<file path="config.mk">
export PLATFORM = sky130hd
export DESIGN_NAME = writeback_stage
export DESIGN_NICKNAME = d
export VERILOG_FILES = /design/src/rtl/rv32_pkg.sv /design/src/rtl/load_formatter.sv /design/src/rtl/writeback_stage.sv
export SDC_FILE = /design/constraint.sdc
export NUM_CORES = 1
export LEC_CHECK = 0
export BUFFER_PORTS_ARGS = -buffer_cell sky130_fd_sc_hd__buf_2
export CAP_MARGIN = 20
export CORE_AREA = 5 5 99 194
export CTS_BUF_LIST = sky130_fd_sc_hd__clkbuf_16
export DETAILED_ROUTE_END_ITERATION = 6
export DIE_AREA = 0 0 104 199
export GPL_TIMING_DRIVEN = 0
export PLACE_DENSITY_LB_ADDON = 0.25
export SLEW_MARGIN = 20
export SYNTH_ARGS = -nofsm -noshare
export SYNTH_HDL_FRONTEND = slang
export SYNTH_SLANG_ARGS = --single-unit
export TNS_END_PERCENT = 100
</file>
<file path="constraint.sdc">
create_clock -name clk -period 2.3 [get_ports clk]
set_input_delay 0.23 -clock clk [delete_from_list [all_inputs] [get_ports clk]]
set_output_delay 0.23 -clock clk [all_outputs]
set_load 0.01 [all_outputs]
</file>
<file path="src/rtl/rv32_pkg.sv">
// Shared writeback-stage types: result-select codes, load funct3 codes, FSM states.
// Latency: n/a (types and constants only).
// Backpressure: n/a.
package rv32_pkg;

  // Result source for non-load instructions; code 2'b11 is treated as ALU.
  typedef enum logic [1:0] {
    WB_ALU = 2'b00,
    WB_PC4 = 2'b01,
    WB_IMM = 2'b10
  } wb_sel_e;

  // Load size/sign encodings carried in funct3.
  localparam logic [2:0] F3_LB  = 3'b000;
  localparam logic [2:0] F3_LH  = 3'b001;
  localparam logic [2:0] F3_LW  = 3'b010;
  localparam logic [2:0] F3_LBU = 3'b100;
  localparam logic [2:0] F3_LHU = 3'b101;

  typedef enum logic {
    IDLE      = 1'b0,
    WAIT_LOAD = 1'b1
  } wb_state_e;

endpackage

</file>
<file path="src/rtl/load_formatter.sv">
// Extracts and extends the addressed byte/half of an aligned load word.
// Latency: purely combinational.
// Backpressure: none.
module load_formatter
  import rv32_pkg::*;
#(
  parameter int Data_Width = 32
) (
  input  logic [2:0]            funct3,
  input  logic [1:0]            offset,
  input  logic [Data_Width-1:0] word,
  output logic [Data_Width-1:0] data
);

  logic [7:0]  sel_byte;
  logic [15:0] sel_half;

  // Pick the byte and half addressed by the low address bits.
  always_comb begin
    sel_byte = word[7:0];
    case (offset)
      2'd0: sel_byte = word[7:0];
      2'd1: sel_byte = word[15:8];
      2'd2: sel_byte = word[23:16];
      2'd3: sel_byte = word[31:24];
      default: sel_byte = word[7:0];
    endcase
    sel_half = offset[1] ? word[31:16] : word[15:0];
  end

  // Sign- or zero-extend by load type; unknown codes pass the whole word.
  always_comb begin
    data = word;
    case (funct3)
      F3_LB:   data = {{(Data_Width-8){sel_byte[7]}}, sel_byte};
      F3_LBU:  data = {{(Data_Width-8){1'b0}}, sel_byte};
      F3_LH:   data = {{(Data_Width-16){sel_half[15]}}, sel_half};
      F3_LHU:  data = {{(Data_Width-16){1'b0}}, sel_half};
      default: data = word;
    endcase
  end

endmodule

</file>
<file path="src/rtl/writeback_stage.sv">
// Writeback stage: selects/format results and drives one registered RF write per commit.
// Latency: 1 cycle for non-loads; loads commit the cycle after dmem_rvalid.
// Backpressure: in_ready drops while a load is outstanding; a stalled load times out.
module writeback_stage
  import rv32_pkg::*;
#(
  parameter int Data_Width   = 32,
  parameter int AddrRegWidth = 5,
  parameter int Load_Timeout = 255
) (
  input  logic                    clk,
  input  logic                    rst,
  input  logic                    in_valid,
  output logic                    in_ready,
  input  logic                    reg_write,
  input  logic                    mem_read,
  input  logic [1:0]              wb_sel,
  input  logic [2:0]              funct3,
  input  logic [AddrRegWidth-1:0] rd,
  input  logic [Data_Width-1:0]   alu_result,
  input  logic [Data_Width-1:0]   pc_plus4,
  input  logic [Data_Width-1:0]   imm,
  input  logic                    dmem_rvalid,
  input  logic [Data_Width-1:0]   dmem_rdata,
  output logic                    rf_en,
  output logic [AddrRegWidth-1:0] rf_rd,
  output logic [Data_Width-1:0]   rf_data,
  output logic                    pend_valid,
  output logic [AddrRegWidth-1:0] pend_rd,
  output logic                    load_fault,
  output logic [31:0]             retire_count
);

  // Last WAIT_LOAD cycle index (counter value) before the load is abandoned.
  localparam logic [7:0] TMO_LAST = 8'(Load_Timeout - 1);

  wb_state_e               state_q, state_d;
  logic [7:0]              cnt_q, cnt_d;
  logic [AddrRegWidth-1:0] ld_rd_q;
  logic [2:0]              ld_f3_q;
  logic [1:0]              ld_off_q;
  logic                    ld_we_q;

  logic                    latch_load;
  logic                    commit;
  logic                    write_d;
  logic                    fault_d;
  logic [AddrRegWidth-1:0] rd_d;
  logic [Data_Width-1:0]   data_d;
  logic [Data_Width-1:0]   sel_data;
  logic [Data_Width-1:0]   fmt_data;

  load_formatter #(
    .Data_Width(Data_Width)
  ) u_fmt (
    .funct3 (ld_f3_q),
    .offset (ld_off_q),
    .word   (dmem_rdata),
    .data   (fmt_data)
  );

  assign in_ready   = (state_q == IDLE);
  assign pend_valid = (state_q == WAIT_LOAD);
  assign pend_rd    = ld_rd_q;

  // Result mux for non-load instructions.
  always_comb begin
    sel_data = alu_result;
    case (wb_sel)
      WB_PC4:  sel_data = pc_plus4;
      WB_IMM:  sel_data = imm;
      default: sel_data = alu_result;
    endcase
  end

  // Next-state and commit decisions; rf index/data only move when a write happens.
  always_comb begin
    state_d    = state_q;
    cnt_d      = cnt_q;
    latch_load = 1'b0;
    commit     = 1'b0;
    write_d    = 1'b0;
    fault_d    = 1'b0;
    rd_d       = rf_rd;
    data_d     = rf_data;
    case (state_q)
      IDLE: begin
        if (in_valid) begin
          if (mem_read) begin
            state_d    = WAIT_LOAD;
            cnt_d      = '0;
            latch_load = 1'b1;
          end else begin
            commit  = 1'b1;
            write_d = reg_write && (rd != '0);
            if (write_d) begin
              rd_d   = rd;
              data_d = sel_data;
            end
          end
        end
      end
      WAIT_LOAD: begin
        cnt_d = cnt_q + 8'd1;
        // Data arriving on the final allowed cycle still wins over the timeout.
        if (dmem_rvalid) begin
          state_d = IDLE;
          commit  = 1'b1;
          write_d = ld_we_q && (ld_rd_q != '0);
          if (write_d) begin
            rd_d   = ld_rd_q;
            data_d = fmt_data;
          end
        end else if (cnt_q == TMO_LAST) begin
          state_d = IDLE;
          fault_d = 1'b1;
        end
      end
      default: state_d = IDLE;
    endcase
  end

  // FSM state register.
  always_ff @(posedge clk) begin
    if (rst) state_q <= IDLE;
    else     state_q <= state_d;
  end

  // Registered write port, fault pulse, load context and retire counter.
  always_ff @(posedge clk) begin
    if (rst) begin
      cnt_q        <= '0;
      ld_rd_q      <= '0;
      ld_f3_q      <= '0;
      ld_off_q     <= '0;
      ld_we_q      <= 1'b0;
      rf_en        <= 1'b0;
      rf_rd        <= '0;
      rf_data      <= '0;
      load_fault   <= 1'b0;
      retire_count <= '0;
    end else begin
      cnt_q      <= cnt_d;
      rf_en      <= write_d;
      rf_rd      <= rd_d;
      rf_data    <= data_d;
      load_fault <= fault_d;
      if (latch_load) begin
        ld_rd_q  <= rd;
        ld_f3_q  <= funct3;
        ld_off_q <= alu_result[1:0];
        ld_we_q  <= reg_write;
      end
      if (commit) retire_count <= retire_count + 32'd1;
    end
  end

endmodule

</file>
==> results of run 1 <==
## layer usage
layer  GRT usage  wire length [um]  up-vias
met2       0.314              9860      291
met5           0                 0        -
met3      0.0448              1910       31
met4      0.0720               560        0
met1       0.279              9730     3029
li1            -                 -     3172
## cells by family (layout without fill, tap and decap cells)
family,after synthesis,in the layout,synth area share
AOI/OAI and AO/OA,231,231,0.291
xor gates and xnor gates,7,7,0.0111
adders and majority gates,5,5,0.0113
buffers and inverters,75,311,0.0598
DFF,91,91,0.330
muxes,15,15,0.0288
other,0,2,0
and+or+nand+nor,295,295,0.267
## critical path, delay by kind of cell (launching register included)
kind                   cells  cell delay, ns
buffers and inverters      4            1.15
flip-flops                 1            0.38
## placed cells by master (no fill, tap or decap), types with 9 or more instances in the layout
cell type | synthesis | final
o31ai_1 | 12 | 12
nand3b_1 | 15 | 15
nand2_1 | 144 | 144
a311oi_1 | 9 | 9
o2111ai_1 | 10 | 10
nand3_1 | 15 | 15
nor3_1 | 20 | 20
a21oi_1 | 35 | 35
dfxtp_1 | 91 | 91
o21ai_0 | 50 | 50
clkbuf_1 | 37 | 37
a22oi_1 | 30 | 30
nor2b_1 | 11 | 11
inv_1 | 9 | 10
o22ai_1 | 36 | 36
buf_2 | 15 | 235
clkbuf_16 | 0 | 9
or4_1 | 15 | 15
nor2_1 | 23 | 23
o32ai_1 | 17 | 17
nand4_1 | 11 | 11
## worst paths after layout
kind                                    to  slack [ns]  depth (start not counted)
max                               in_ready        0.19                          4
min                  load_fault$_SDFF_PP0_        0.07                          2
max reg2reg  retire_count[29]$_SDFFE_PP0P_        0.21                          6
min reg2reg       rf_data[31]$_SDFFE_PP0P_        0.47                          2
## final cells by class
class | instances | share of cell area
inverter | 11 | 0.00573
clock inverter | 7 | 0.0128
buffer | 64 | 0.0401
timing repair buffer | 220 | 0.153
tap | 213 | 0.0370
clock buffer | 9 | 0.0312
antenna | 2 | 0.000694
multi-input combinational | 553 | 0.467
sequential | 91 | 0.253
## sequential cells by signal (all words and copies together), names as in the netlist, 2 cells and up
signal,count
pend_rd,5
cnt_q,8
rf_rd,5
rf_data,32
ld_f3_q,3
ld_off_q,2
retire_count,32
## power by group
part | internal [mW] | total (mW) | switching (mW)
Sequential | 1.62 | 1.65 | 0.0310
Clock | 0.951 | 1.61 | 0.657
Combinational | 0.297 | 0.763 | 0.465
Total | 2.87 | 4.02 | 1.15
## through the flow
stage | setup slack (ns) | cells | util | hold WS (ns) | cell area, um^2
2_1_floorplan | 0.513 | 719 | - | 0.306 | 5520
3_3_place_gp | 0.0477 | 1152 | 0.391 | 0.427 | 6890
3_5_place_dp | 0.0531 | 1152 | 0.391 | 0.429 | 6890
4_1_cts | 0.189 | 1168 | 0.409 | 0.0536 | 7210
5_1_grt | 0.0316 | 1170 | 0.409 | 0.0549 | 7210
6_report | 0.189 | 1170 | 0.409 | 0.0654 | 7210
==> results.sh, run 1 <==
export IMPL_outcome="completed"
export IMPL_viasPerCell=5.58
export IMPL_required_ns=2.07
export IMPL_crit_top_cell="buf_2"
export IMPL_hold_path_class="input port to register"
export IMPL_syn_inst=719
export IMPL_ys_seq_area_frac=0.330
export IMPL_power_static_leakage_nw=2.87
export IMPL_ys_flop_type="dfxtp_1"
export IMPL_drt_first_pass_iters=5
export IMPL_ys_ff_latch=91
export IMPL_cts_root_buf="clkbuf_16"
export IMPL_clock_sinks=91
export IMPL_setup_viol=0
export IMPL_layout_drive_gt1_share=0.282
export IMPL_synth_commonest_cells="144 x nand2_1, 91 x dfxtp_1, 50 x o21ai_0"
export IMPL_overflow=0
export IMPL_cp_startpoint="pend_valid$_SDFF_PP0_"
export IMPL_grt_max_degree=16
export IMPL_cts_resized=0
export IMPL_post_cts_buffers=0
export IMPL_crit_type="register to output pin"
export IMPL_seq_area_mm2=0.00182
export IMPL_synth_top_cell_by_area="dfxtp_1"
export IMPL_synth_nets=868
export IMPL_end_kind="output pin"
export IMPL_multiInputGateArea_mm2=0.00337
export IMPL_fmax_mhz=474
export IMPL_synth_top_cells_by_area="dfxtp_1 33%, nand2_1 9.8%, o21ai_0 4.5%, a22oi_1 4.1%, o22ai_1 4.1%"
export IMPL_nNetsFinal=1099
export IMPL_synth_area_per_cell_um2=7.68
export IMPL_grt_pass1_wl_um=33700
export IMPL_ir_worst_vdd_uv=292
export IMPL_rr_startpoint="retire_count[2]$_SDFFE_PP0P_"
export IMPL_via_count=6523
export IMPL_cp_start_kind="register"
export IMPL_power_density_mw_per_mm2=557
export IMPL_grt_pass1_vias=6252
export IMPL_finalCriticalPeriod_ns=2.11
export IMPL_worstPathCellList="buf_2 -> inv_1 -> clkbuf_1 -> buf_2"
export IMPL_ant_nets=0
export IMPL_hp_start="dmem_rvalid"
export IMPL_cts_path_max_buffers=2
export IMPL_routed_wl_um=22100
export IMPL_antenna_found_initial=2
export IMPL_async_flop_share=0
export IMPL_worst_clock_skew_ns=0.0103
export IMPL_syn2layout_area_growth_pct=30.6
export IMPL_htreeDepth=3
export IMPL_critPathMaxStageDelay_ns=0.49
export IMPL_gp_congestion=0.950
export IMPL_rsz0062_at_grt="false"
export IMPL_wl_per_cell_um=18.9
export IMPL_num_fill_cells=1866
export IMPL_hold_viol=0
export IMPL_drc_errors=0
export IMPL_cp_arrival_ns=1.88
export IMPL_finalMaxSlewViolations=0
export IMPL_worst_pin_slew_ns=0.873
export IMPL_die_x_um=104
export IMPL_cts_hold_fix_buffers=0
export IMPL_top_level_ports=222
export IMPL_max_cap_violations=0
export IMPL_portBuffers=220
export IMPL_synth_edf_count=0
export IMPL_yosysMostFrequentCell="nand2_1"
export IMPL_dieHeight_um=199
export IMPL_numCtsBuffers=9
export IMPL_synth_top_area_frac=0.330
export IMPL_synth_warning_count=0
export IMPL_path_clk_slew_ns=0.07
export IMPL_period_share=0.918
export IMPL_grt_total_usage=0.203
export IMPL_rows=69
export IMPL_slowest_stage="clkbuf_1"
export IMPL_drtIter0Drc=332
export IMPL_finalSetupTns_ns=0
export IMPL_core_region_area_mm2=0.0176
export IMPL_cts_tree="done"
export IMPL_design_power_total_mw=4.02
export IMPL_slew_headroom=0.417
export IMPL_initial_utilization=0.313
export IMPL_cp_max_fo=10
export IMPL_insertion_delay_ns=0.35
export IMPL_netlist_cell_type_count=62
export IMPL_dieArea_mm2=0.0207
export IMPL_dpl_hpwl_um=17200
export IMPL_netlist_area_mm2=0.00552
Note: power is estimated with default switching activity, not from simulation.
==> inputs of run 2 (changes only) <==
Settings changed: CORE_AREA 5 5 99 194 to 5 5 130 144, CTS_BUF_LIST sky130_fd_sc_hd__clkbuf_16 to not set, DIE_AREA 0 0 104 199 to 0 0 135 149, SYNTH_HIERARCHICAL set to 1.
==> run 2 against run 1 <==
  * Area after synthesis shrank 2.8%
  * Design area shrank 1.7%
  * Count of clock-buffer cells in the layout is the same
  * Die area shrank 2.8%
  * Setup slack lost 0.077 ns
  * Synthesized cell count shrank 3.5%
  * Worst hold slack gained 0.055 ns
  * Critical endpoint is now retire_count[30]$_SDFFE_PP0P_
  * Highest routed layer is now met5
==> results.sh, run 2 <==
export IMPL_outcome="completed"
export IMPL_insertion_delay_ns=0.35
export IMPL_p_int_mw=2.96
export IMPL_period_share=0.952
export IMPL_core_region_area_mm2=0.0170
export IMPL_dpl_hpwl_um=16900
export IMPL_die_x_um=135
export IMPL_routed_wl_um=21500
export IMPL_portBuffers=220
export IMPL_top_regs="retire_count (32), rf_data (32), cnt_q (8)"
export IMPL_syn_inst=694
export IMPL_cp_max_fo=10
export IMPL_overflow=0
export IMPL_antenna_found_initial=1
export IMPL_p_sw_frac=0.291
export IMPL_dieArea_mm2=0.0201
export IMPL_synth_nets=843
export IMPL_synth_commonest_cells="91 x dfxtp_1, 78 x a21oi_1, 71 x nor3_1"
export IMPL_comb_power_share=0.209
export IMPL_crit_type="register to register"
export IMPL_ir_worst_vdd_uv=392
export IMPL_synth_top_cells_by_area="dfxtp_1 34%, a21oi_1 7.3%, nor3_1 6.6%, a211oi_1 5.6%, a221oi_1 5.2%"
export IMPL_place_area_mm2=0.00676
export IMPL_initial_utilization=0.316
export IMPL_cts_tree="done"
export IMPL_synth_edf_count=0
export IMPL_via_count=6196
export IMPL_slew_headroom=0.544
export IMPL_rows=50
export IMPL_seq_area_mm2=0.00182
export IMPL_fin_ws_ns=0.111
export IMPL_drt_first_pass_iters=5
export IMPL_multiInputGateArea_mm2=0.00323
export IMPL_synth_area_per_cell_um2=7.73
export IMPL_gp_congestion=0.916
export IMPL_clkPwrFrac=0.394
export IMPL_dp_slack_ns=-0.117
export IMPL_power_density_mw_per_mm2=589
export IMPL_ys_seq_area_frac=0.340
export IMPL_diodes=0
export IMPL_syn2layout_area_growth_pct=32.1
export IMPL_netlist_area_mm2=0.00537
export IMPL_ys_flop_type="dfxtp_1"
export IMPL_path_clk_slew_ns=0.07
export IMPL_fin_area_mm2=0.00709
export IMPL_synth_warning_count=6
export IMPL_required_ns=2.58
export IMPL_viasPerCell=5.33
export IMPL_top_level_ports=222
export IMPL_cp_arrival_ns=2.47
export IMPL_layout_drive_gt1_share=0.272
export IMPL_hold_viol=0
export IMPL_setup_viol=0
export IMPL_yosysMostFrequentCell="dfxtp_1"
export IMPL_p_sw_mw=1.22
export IMPL_ys_ff_latch=91
export IMPL_finalCriticalPeriod_ns=2.19
export IMPL_clock_sinks=91
export IMPL_rsz0062_at_grt="false"
export IMPL_drc_errors=0
export IMPL_hold_path_class="input port to register"
export IMPL_cp_start_kind="register"
export IMPL_cts_hold_fix_buffers=0
export IMPL_num_fill_cells=1821
export IMPL_cts_path_max_buffers=2
export IMPL_nNetsFinal=1073
export IMPL_layout_commonest_cell="buf_2"
export IMPL_finalMaxSlewViolations=0
export IMPL_grt_pass1_vias=5904
export IMPL_synth_top_cell_by_area="dfxtp_1"
export IMPL_dieHeight_um=149
export IMPL_async_flop_share=0
export IMPL_netlist_cell_type_count=50
export IMPL_synth_top_area_frac=0.340
export IMPL_power_static_leakage_nw=2.92
export IMPL_worst_clock_skew_ns=0.0111
export IMPL_end_kind="register"
export IMPL_ant_nets=0
export IMPL_numCtsBuffers=9
export IMPL_grt_max_degree=17
export IMPL_max_cap_violations=0
export IMPL_wl_per_cell_um=18.5
export IMPL_cts_root_buf="clkbuf_16"
export IMPL_htreeDepth=3
export IMPL_layout_cells_most_common_list="223 x buf_2, 90 x dfxtp_1, 78 x a21oi_1"
export IMPL_grt_pass1_wl_um=32500
export IMPL_grt_total_usage=0.204
export IMPL_fmax_mhz=457
export IMPL_drtIter0Drc=334
export IMPL_p_seq_frac=0.398
export IMPL_worst_pin_slew_ns=0.684
run 2: layout make-up:
type                            instances  area share
Buffer                                 69      0.0396
Clock buffer                            9      0.0318
Clock inverter                          6      0.0134
Inverter                               11     0.00583
Multi-Input combinational cell        522       0.455
Sequential cell                        91       0.257
Tap cell                              234      0.0413
Timing Repair Buffer                  220       0.155
run 2: cells by family (layout without fill, tap and decap cells):
family,Yosys count,after routing,share of synthesized area
simple gates,269,269,0.261
compound gates,230,230,0.295
flops,91,91,0.340
buf+inv,81,315,0.0590
xor+xnor,11,11,0.0180
mux,7,7,0.0154
fa+ha+maj,5,5,0.0117
run 2: power groups by stage:
| stage | Clock (mW) | Sequential (mW) | Combinational, mW |
|---|---|---|---|
| 4_1_cts | 1.69 | 1.66 | 0.877 |
| 6_report | 1.64 | 1.66 | 0.872 |
| 5_1_grt | 1.75 | 1.67 | 0.962 |
| 2_1_floorplan | 0 | 1.71 | 0.490 |
| 3_5_place_dp | 0 | 1.70 | 0.874 |
| 3_3_place_gp | 0 | 1.69 | 0.872 |
run 2: final timing paths:
path                                            start                            end  slack, ns  cells after the start
worst max-delay path            pend_valid$_SDFF_PP0_  retire_count[30]$_SDFFE_PP0P_       0.11                      5
worst min-delay path                        funct3[1]        ld_f3_q[1]$_SDFFE_PP0P_       0.12                      3
worst max register to register  pend_valid$_SDFF_PP0_  retire_count[30]$_SDFFE_PP0P_       0.11                      5
worst min register to register   ld_we_q$_SDFFE_PP0P_           ld_we_q$_SDFFE_PP0P_       0.46                      2
run 2: worst max-delay path, stage by stage (launching register included):
cell	delay, ns
dfxtp_2	0.36
or3b_4	0.42
a2111o_1	0.47
clkbuf_2	0.20
or4_1	0.53
a21oi_1	0.14
run 2: timing repair:
action	in CTS	in global routing
gates resized for setup	2	6
endpoints found under the setup margin	22	37
buffers inserted	0	0
pin swaps	0	1
run 2: metal layers:
| metal | vias up | global-route usage | wire length, um |
|---|---|---|---|
| met5 | - | 0 | 11 |
| met4 | 2 | 0.0625 | 410 |
| met3 | 28 | 0.0540 | 1740 |
| met2 | 236 | 0.350 | 10300 |
| met1 | 2851 | 0.251 | 9090 |
| li1 | 3079 | - | - |
run 2: through the flow:
| stage | util | TNS, ns | power (mW) | std cells | hold WS [ns] |
|---|---|---|---|---|---|
| 6_report | 0.418 | 0 | 4.18 | 1162 | 0.121 |
| 5_1_grt | 0.418 | 0 | 4.38 | 1162 | 0.116 |
| 4_1_cts | 0.417 | 0 | 4.22 | 1162 | 0.102 |
| 3_5_place_dp | 0.399 | -2.10 | 2.57 | 1148 | 0.450 |
| 3_3_place_gp | 0.399 | -2.19 | 2.57 | 1148 | 0.444 |
| 2_1_floorplan | - | 0 | 2.20 | 694 | 0.309 |
